[src/rtl/systolic_ctrl.sv]
`default_nettype none
// +--------------------------------------------------------------------------+
// | systolic_ctrl: job sequencer for the N1xN2 systolic matrix-multiply array |
// | Rev 1.0                                                                  |
// +--------------------------------------------------------------------------+
module systolic_ctrl #(
    parameter int D_W_ACC = 16,
    parameter int N1      = 4,
    parameter int N2      = 4,
    parameter int M       = 8,
    parameter int TIMEOUT = 256,
    localparam int FEED   = (M * M * M) / (N1 * N2),
    localparam int RES    = (M * M) / N1,
    localparam int AW     = (RES > 1) ? $clog2(RES) : 1
) (
    input  logic                    clk,
    input  logic                    rst,
    input  logic                    start,
    input  logic                    abort,
    output logic                    busy,
    output logic                    done,
    output logic                    err,
    output logic [15:0]             cycle_cnt,
    output logic                    enable_row_count_A,
    input  logic [N1*D_W_ACC-1:0]   D,
    input  logic [N1-1:0]           valid_D,
    output logic [N1-1:0]           wr_en_C,
    output logic [N1*AW-1:0]        wr_addr_C,
    output logic [N1*D_W_ACC-1:0]   wr_data_C
);

    localparam int FW = (FEED > 1) ? $clog2(FEED) : 1;
    localparam int TW = (TIMEOUT > 1) ? $clog2(TIMEOUT) : 1;
    localparam int CW = $clog2(RES + 1);

    localparam logic [1:0] S_IDLE  = 2'd0;
    localparam logic [1:0] S_FEED  = 2'd1;
    localparam logic [1:0] S_DRAIN = 2'd2;
    localparam logic [1:0] S_DONE  = 2'd3;

    logic [1:0]    state_q, state_d;
    logic [FW-1:0] feed_q, feed_d;
    logic [TW-1:0] drain_q, drain_d;
    logic [15:0]   cyc_q;
    logic          err_q;
    logic          busy_q, busy_d;
    logic          en_q, en_d;
    logic          done_q, done_d;

    logic          w_accept;
    logic          w_collect;
    logic          w_all_full;
    logic          w_timeout;
    logic [N1-1:0] w_full;
    logic [N1-1:0] w_ovf;

    assign w_accept   = (state_q == S_IDLE) && start && !abort;
    assign w_collect  = (state_q == S_FEED) || (state_q == S_DRAIN);
    assign w_all_full = &w_full;
    assign w_timeout  = (state_q == S_DRAIN) && !abort && !w_all_full
                        && (drain_q == TW'(TIMEOUT - 1));

    // State register, with the output registers it drives
    always_ff @(posedge clk) begin
        if (!rst) begin
            state_q <= S_IDLE;
            busy_q  <= 1'b0;
            en_q    <= 1'b0;
            done_q  <= 1'b0;
        end else begin
            state_q <= state_d;
            busy_q  <= busy_d;
            en_q    <= en_d;
            done_q  <= done_d;
        end
    end

    always_comb begin
        state_d = state_q;
        case (state_q)
            S_IDLE: begin
                if (w_accept) state_d = S_FEED;
            end
            S_FEED: begin
                if (abort)                          state_d = S_IDLE;
                else if (feed_q == FW'(FEED - 1))   state_d = S_DRAIN;
            end
            S_DRAIN: begin
                if (abort)                          state_d = S_IDLE;
                else if (w_all_full || w_timeout)   state_d = S_DONE;
            end
            S_DONE: begin
                state_d = S_IDLE;
            end
            default: state_d = S_IDLE;
        endcase
    end

    // Outputs decoded from the next state so they are registered alongside it
    always_comb begin
        busy_d = 1'b0;
        en_d   = 1'b0;
        done_d = 1'b0;
        case (state_d)
            S_FEED:  begin busy_d = 1'b1; en_d = 1'b1; end
            S_DRAIN: busy_d = 1'b1;
            S_DONE:  done_d = 1'b1;
            default: ;
        endcase
    end

    always_comb begin
        feed_d  = '0;
        drain_d = '0;
        if (state_q == S_FEED)  feed_d  = feed_q + FW'(1);
        if (state_q == S_DRAIN) drain_d = drain_q + TW'(1);
    end

    always_ff @(posedge clk) begin
        if (!rst) begin
            feed_q  <= '0;
            drain_q <= '0;
            cyc_q   <= '0;
            err_q   <= 1'b0;
        end else begin
            feed_q  <= feed_d;
            drain_q <= drain_d;
            if (w_accept) begin
                cyc_q <= '0;
                err_q <= 1'b0;
            end else begin
                if (w_collect && cyc_q != 16'hFFFF) cyc_q <= cyc_q + 16'd1;
                if (w_timeout || |w_ovf)            err_q <= 1'b1;
            end
        end
    end

    // Per-row result collection; rows never interact
    for (genvar i = 0; i < N1; i++) begin : g_row
        logic [CW-1:0]      cnt_q;
        logic               wen_q;
        logic [AW-1:0]      addr_q;
        logic [D_W_ACC-1:0] data_q;
        logic               w_room;
        logic               w_take;

        assign w_room    = (cnt_q < CW'(RES));
        assign w_take    = w_collect && valid_D[i] && w_room;
        assign w_full[i] = !w_room;
        assign w_ovf[i]  = w_collect && valid_D[i] && !w_room;

        always_ff @(posedge clk) begin
            if (!rst) begin
                cnt_q  <= '0;
                wen_q  <= 1'b0;
                addr_q <= '0;
                data_q <= '0;
            end else begin
                wen_q <= w_take;
                if (w_take) begin
                    cnt_q  <= cnt_q + CW'(1);
                    addr_q <= cnt_q[AW-1:0];
                    data_q <= D[i*D_W_ACC +: D_W_ACC];
                end else if (state_q == S_IDLE) begin
                    cnt_q <= '0;
                end
            end
        end

        assign wr_en_C[i]                       = wen_q;
        assign wr_addr_C[i*AW +: AW]            = addr_q;
        assign wr_data_C[i*D_W_ACC +: D_W_ACC]  = data_q;
    end

    assign busy               = busy_q;
    assign done               = done_q;
    assign err                = err_q;
    assign cycle_cnt          = cyc_q;
    assign enable_row_count_A = en_q;

endmodule
`default_nettype wire

[config.mk]
export PLATFORM = sky130hd
export DESIGN_NAME = systolic_ctrl
export DESIGN_NICKNAME = d
export VERILOG_FILES = /design/src/rtl/systolic_ctrl.sv
export SDC_FILE = /design/constraint.sdc
export NUM_CORES = 1
export LEC_CHECK = 0
export CORE_ASPECT_RATIO = 1.5
export CORE_MARGIN = 4
export CORE_UTILIZATION = 47
export CTS_CLUSTER_DIAMETER = 50
export DETAILED_ROUTE_END_ITERATION = 8
export GPL_TIMING_DRIVEN = 0
export HOLD_SLACK_MARGIN = 0.06
export PLACE_DENSITY_LB_ADDON = 0.2
export SLEW_MARGIN = 20
export SYNTH_ARGS = -nofsm -noshare
export SYNTH_HDL_FRONTEND = slang
export SYNTH_SLANG_ARGS = --single-unit
[constraint.sdc]
create_clock -name clk -period 1.97 [get_ports clk]
set_input_delay 0.394 -clock clk [delete_from_list [all_inputs] [get_ports clk]]
set_output_delay 0.394 -clock clk [all_outputs]
set_load 0.01 [all_outputs]
== Yosys cells after proc, flatten, opt, wreduce, memory -nomap -nowiden ==
Cells that the tools add are included.

* Register bits: 139
* Input port bits: 72
* Output and inout port bits: 104
* Word-level logic and storage cells: 97

* Add/subtract/negate cells: 7
* Magnitude comparators: 4
* Equality and inequality tests: 9
* Muxes and demuxes: 14
* Bitwise operators: 1
* Reduce and logical (&&, ||, !) cells: 38

{| class="wikitable"
|+ Operators by type and width
! kind !! number
|-
| 5-bit by 1-bit adder with 5-bit output, second input constant || 5
|-
| 5-bit 2-to-1 mux || 5
|-
| 5-bit less-than comparator, second input constant || 4
|-
| 1-bit logical AND || 18
|-
| 16-bit by 1-bit adder with 16-bit output, second input constant || 1
|-
| 16-bit != test, second input constant || 1
|-
| 2-bit 2-to-1 mux || 5
|-
| 8-bit by 1-bit adder with 8-bit output, second input constant || 1
|-
| 2-bit == test, second input constant || 4
|-
| 8-bit == test, second input constant || 1
|-
| 2-bit one-hot mux with 4 select lines || 1
|-
| 2-bit nonzero test || 4
|-
| 1-bit logical NOT || 6
|-
| 5-bit == test, second input constant || 1
|-
| 2-bit by 1-bit == test with 1-bit output, second input constant || 2
|-
| 2-bit AND reduction || 2
|-
| 4-bit AND reduction || 1
|-
| 2-bit OR reduction || 2
|-
| 4-bit OR reduction || 1
|-
| 1-bit logical OR || 3
|-
| 1-bit 2-to-1 mux || 3
|-
| 2-bit logical NOT || 1
|-
| 1-bit NOT || 1
|}

== Longest topological paths before layout ==
* Depth in word-level cells: 13
* Gate-level depth with buffers: 10
* Gate-level depth less buffers: 9

== Worst setup path before layout ==
OpenSTA, ideal clock, no wires.

* Kind: reg2reg
* Start point: register cyc_q[0] (netlist: cycle_cnt[0])
* End point: register cyc_q[3] (netlist: cycle_cnt[3])
* Setup time: 0.128 ns
* Data arrival time: 1.653 ns
* Data required time: 1.842 ns
* Slack: 0.189 ns
* Cell stages (with the launch flop): 7
* Path buffers: 0
* Period minus slack after synthesis: 1.781 ns
* Cell sequence: dfxtp_1 ha_1 nand2_1 or4b_4 o211ai_4 xor2_1 nor2_1

* Cells in the longest elaborated chain, start to end: 2
* Elaborated cells on any way between the ends: 3
* Those cells by class: add/sub (1); eq/ne (1); reduce/logical (1)

{| class="wikitable"
|+ Ends and longest elaborated chain
! element !! RTL line !! RTL
|-
| start: declaration || 44 || <nowiki>logic [15:0] cyc_q;</nowiki>
|-
| start signal: assignment || 132 || <nowiki>if (w_collect && cyc_q != 16'hFFFF) cyc_q <= cyc_q + 16'd1;</nowiki>
|-
| parallel branches: the longest is 2 deep, another holds 16-bit by 1-bit adder with 16-bit output || - ||
|}

Parallel ways; which one is timed is not known.
A chain may end at the register's enable or synchronous reset.

== Worst setup path after layout ==
* Start point: register state_q[1]
* End point: register busy_q (netlist: busy)

* Cells in the longest elaborated chain, start to end: 11
* Elaborated cells on any way between the ends: 20
* Those cells by class: eq/ne (5); mux (7); reduce/logical (8)

{| class="wikitable"
|+ Ends and longest elaborated chain
! element !! RTL line !! RTL
|-
| start: declaration || 41 || <nowiki>logic [1:0] state_q, state_d;</nowiki>
|-
| start signal: assignment || 71 || <nowiki>state_q <= state_d;</nowiki>
|-
| 2-bit == test || 60, 80 ||
|-
| 1-bit logical AND (2 in a row) || 60 || <nowiki>assign w_timeout = (state_q == S_DRAIN) && !abort && !w_all_full</nowiki>
|-
| 1-bit logical AND || 61 || <nowiki>&& (drain_q == TW'(TIMEOUT - 1));</nowiki>
|-
| 1-bit logical OR || 90 || <nowiki>else if (w_all_full || w_timeout) state_d = S_DONE;</nowiki>
|-
| 2-bit 2-to-1 mux || 90 ||
|-
| 2-bit 2-to-1 mux || 89 || <nowiki>if (abort) state_d = S_IDLE;</nowiki>
|-
| 2-bit one-hot mux with 4 select lines * || 80 || <nowiki>case (state_q)</nowiki>
|-
| 2-bit by 1-bit == test with 1-bit output or 2-bit == test (tied branches) || 104 || <nowiki>case (state_d)</nowiki>
|-
| 2-bit OR reduction (no line) * || - ||
|-
| 1-bit 2-to-1 mux * || 104 ||
|-
| end signal: assignment || 72 || <nowiki>busy_q <= busy_d;</nowiki>
|-
| end: declaration || 46 || <nowiki>logic busy_q, busy_d;</nowiki>
|}

Every way passes the cells marked *; elsewhere a longest branch is shown, timed or not.

==> results.md <==
- GRT Util Overall: 21.46%
- Count of clock tree sinks: 139
- First-pass GRT wire length: 24520 um
- Buf+Inv Stages, Crit Path: 2
- Crit path largest cell delay: 440 ps
- Kind of critical path: reg -> reg
- WP data arrival: 2290 ps
- Hold bufs inserted after CTS: 0
- Die H: 142.2 um
- CTS Buf Count: 17
- Sw Pwr: 1.298 mW
- Num rows: 48
- Share of cells above drive strength 1: 10.00%
- Slew Viols, Final: 0
- Internal: 5.030 mW
- #FFs+latches synth: 139
- Area Growth Syn to Fin: 46.96%
- Fin nets: 933
- Cell variety after synth: 45
- Crit share post-route: 99.16%
- Synthesized instance count: 661
- Cell-by-cell trace of the critical path: inv_1 > ha_1 > nor3b_2 > a21oi_1 > nor2_1 > a211o_1 > inv_1 > ha_1 > nor2b_1
- Root buffer cell: clkbuf_16
- Peak supply drop: 0.5420 mV
- Die area: 13850 um2
- Via density: 5.115
- Max Root-Sink Buffers: 2
- Slowest CP cell: ha_1
- WL/cell: 14.94 um
- Async set or reset register ratio after synthesis: 0%
- Final Skew: 6.977 ps
- Hold Vio Cnt, Final: 0
- Number of global-route vias before repair: 5279
- CTS clk-pin slew, worst paths: 60 ps
- PortBufs: 174
- Worst-margin pin slew: 511.9 ps
- Power Dens Cells: 763.4 nW/um2
- DP HPWL: 11150 um
- Sw Share: 20.52%
- Largest net degree at the start of global routing: 17
- Yosys top cell by area: dfxtp_1
- Class of the worst hold path: in -> reg
- # fillers: 899
- Gate power share: 5.1%
- Starting Density: 48.41%
- Final WL: 15090 um
- # resized after CTS: 29
- Yosys top cell area share: 49.33%
- EDFF count, synth: 0
- Fmax: 511.9 MHz
- Mapped Avg Cell Area: 8.533 um2
- 1st-pass router iterations: 5
- Critical path's top delay family: adder cells
- Slew margin rel.: 65.69%
- Mapped cell area: 5640 um2
- Skew-Pair Late Insertion Delay: 410 ps
- Flop pwr share: 44.8%
- Clk pwr share: 50.1%
- Die width: 97.45 um
- Startpoint types: flip-flop
- Core region area: 11650 um2
- DRC viols: 0
- RSZ-0062 raised after global routing: true
- Postcts setup bufs: 0
- Final Power: 6.328 mW
- Post-synthesis sequential area ratio: 49.33%
- Post-DRT Antenna Nets: 0
- Crit path max fanout: 9
- YS warnings: 0
- Post-layout min period: 1953 ps
- Top post-synthesis cells by area: dfxtp_1 (49%), nand2_1 (12%), a21boi_0 (12%)
- Top_reg_cell synth: dfxtp_1
- Data required time of the critical path: 2310 ps
- Initial antenna violation count: 0
- Endpoints failing setup: 0
- 1st-iter DRT viols: 203
- Max Cap Violations: 0
- H-tree depth: 4
- Leakage: 2.892 nW
- Grt total ovfl: 0
- DR vias: 5166
- Dpl cell area: 7570 um2
- IO Count: 176
- Syn Nets: 745
- CTS tree: yes
- Hold_ws: 336.1 ps
- CP endpoint kind: flip-flop
- Design Area, Final: 8289 um2
- Diodes inserted: 0
- Final Wtd Congestion: 0.8226
- Status: finished, final reports clean
## kinds of logic (layout without fill, tap and decap cells)
group | count (synthesis) | after routing | synth area share, %
and+or+nand+nor | 314 | 314 | 24.76
AOI/OAI and AO/OA | 134 | 134 | 16.77
adders and majority gates | 12 | 12 | 2.662
DFF | 139 | 139 | 49.33
buffers and inverters | 43 | 242 | 3.483
muxes | 2 | 2 | 0.3549
xor gates and xnor gates | 17 | 17 | 2.640
## cell usage in the layout, fill, tap and decap left out, drive strengths merged, types with 10 or more instances in the layout
cell type,netlist,final
a21boi,88,88
a21oi,22,22
and2,12,12
and3,11,11
clkbuf,36,46
clkdlybuf4s50,0,174
dfxtp,139,139
ha,12,12
nand2,182,182
nand3,18,18
nor2,50,50
o21ai,15,15
xnor2,10,10
## worst paths after layout
kind                     to  slack (ps)        from  cells past startpoint
setup / recovery       busy          20  state_q[1]                      9
hold / removal    feed_q[1]         340         rst                      2
setup reg to reg       busy          20  state_q[1]                      9
hold reg to reg   feed_q[0]         430   feed_q[0]                      1
## worst reg2reg max path, cell delays in order (launching register included)
cell and delay, ps:
dfxtp_1 320, inv_1 130, ha_1 440, nor3b_2 110, a21oi_1 130, nor2_1 60, a211o_1 300, inv_1 70
ha_1 220, nor2b_1 100
## metrics by stage
step / worst slack, ps / setup TNS, ps / utilization, % / std cells
finish: 16.51 / 0 / 71.14 / 1010
global route: -63.79 / -89.55 / 71.14 / 1010
CTS: 9.355 / 0 / 70.47 / 1011
detailed placement: -189.3 / -10010 / 64.97 / 985
global placement: -101.6 / -4827 / 64.97 / 985
floorplan: 189.5 / 0 / - / 661
## sequential cells by signal (all words and copies together), names as in the netlist
signal              cells
drain_q                 8
g_row.data_q           64
g_row.addr_q           16
enable_row_count_A      1
done                    1
g_row.cnt_q            20
busy                    1
state_q                 2
feed_q                  5
g_row.wen_q             4
cycle_cnt              16
err                     1
## synthesized netlist by cell type, types with 3 or more instances
library cell  number
a21oi_1           21
clkbuf_1          34
nand2b_1           6
and3_1             9
nand3b_1           4
nor3_1             4
o21ai_0           11
xor2_1             7
and2_1            12
nand4_1            4
dfxtp_1          139
nand2_1          181
buf_4              4
xnor2_1           10
a21boi_0          88
o21ai_1            3
inv_1              3
or2_2              4
ha_1              12
nor2b_1            8
nand3_1           18
nor2_1            50
## layer usage
metal	track usage (%)	part of all wire, %
met5	0	0
met2	40.77	54
met3	6.179	5.5
met4	9.190	2.4
met1	21.66	38
## power groups by stage
stage / clock network, mW / registers (mW) / logic [mW]
after detailed placement: 0 / 2.90 / 0.317
final: 3.17 / 2.84 / 0.322
after floorplan: 0 / 2.90 / 0.102
after global routing: 3.36 / 2.84 / 0.345
after global placement: 0 / 2.90 / 0.313
after CTS: 3.21 / 2.84 / 0.322
## cell type report
class                      instances  area, um2  share of cell area [%]
sequential                       139       2788                   33.63
multi-input combinational        479       2755                   33.24
timing repair buffer             174       1742                   21.01
clock buffer                      18      439.2                   5.298
buffer                            35      216.5                   2.611
tap                              150      187.7                   2.264
clock inverter                    12      150.1                   1.811
inverter                           3      11.26                  0.1358
No activity file was read; power rests on OpenSTA's default activity.
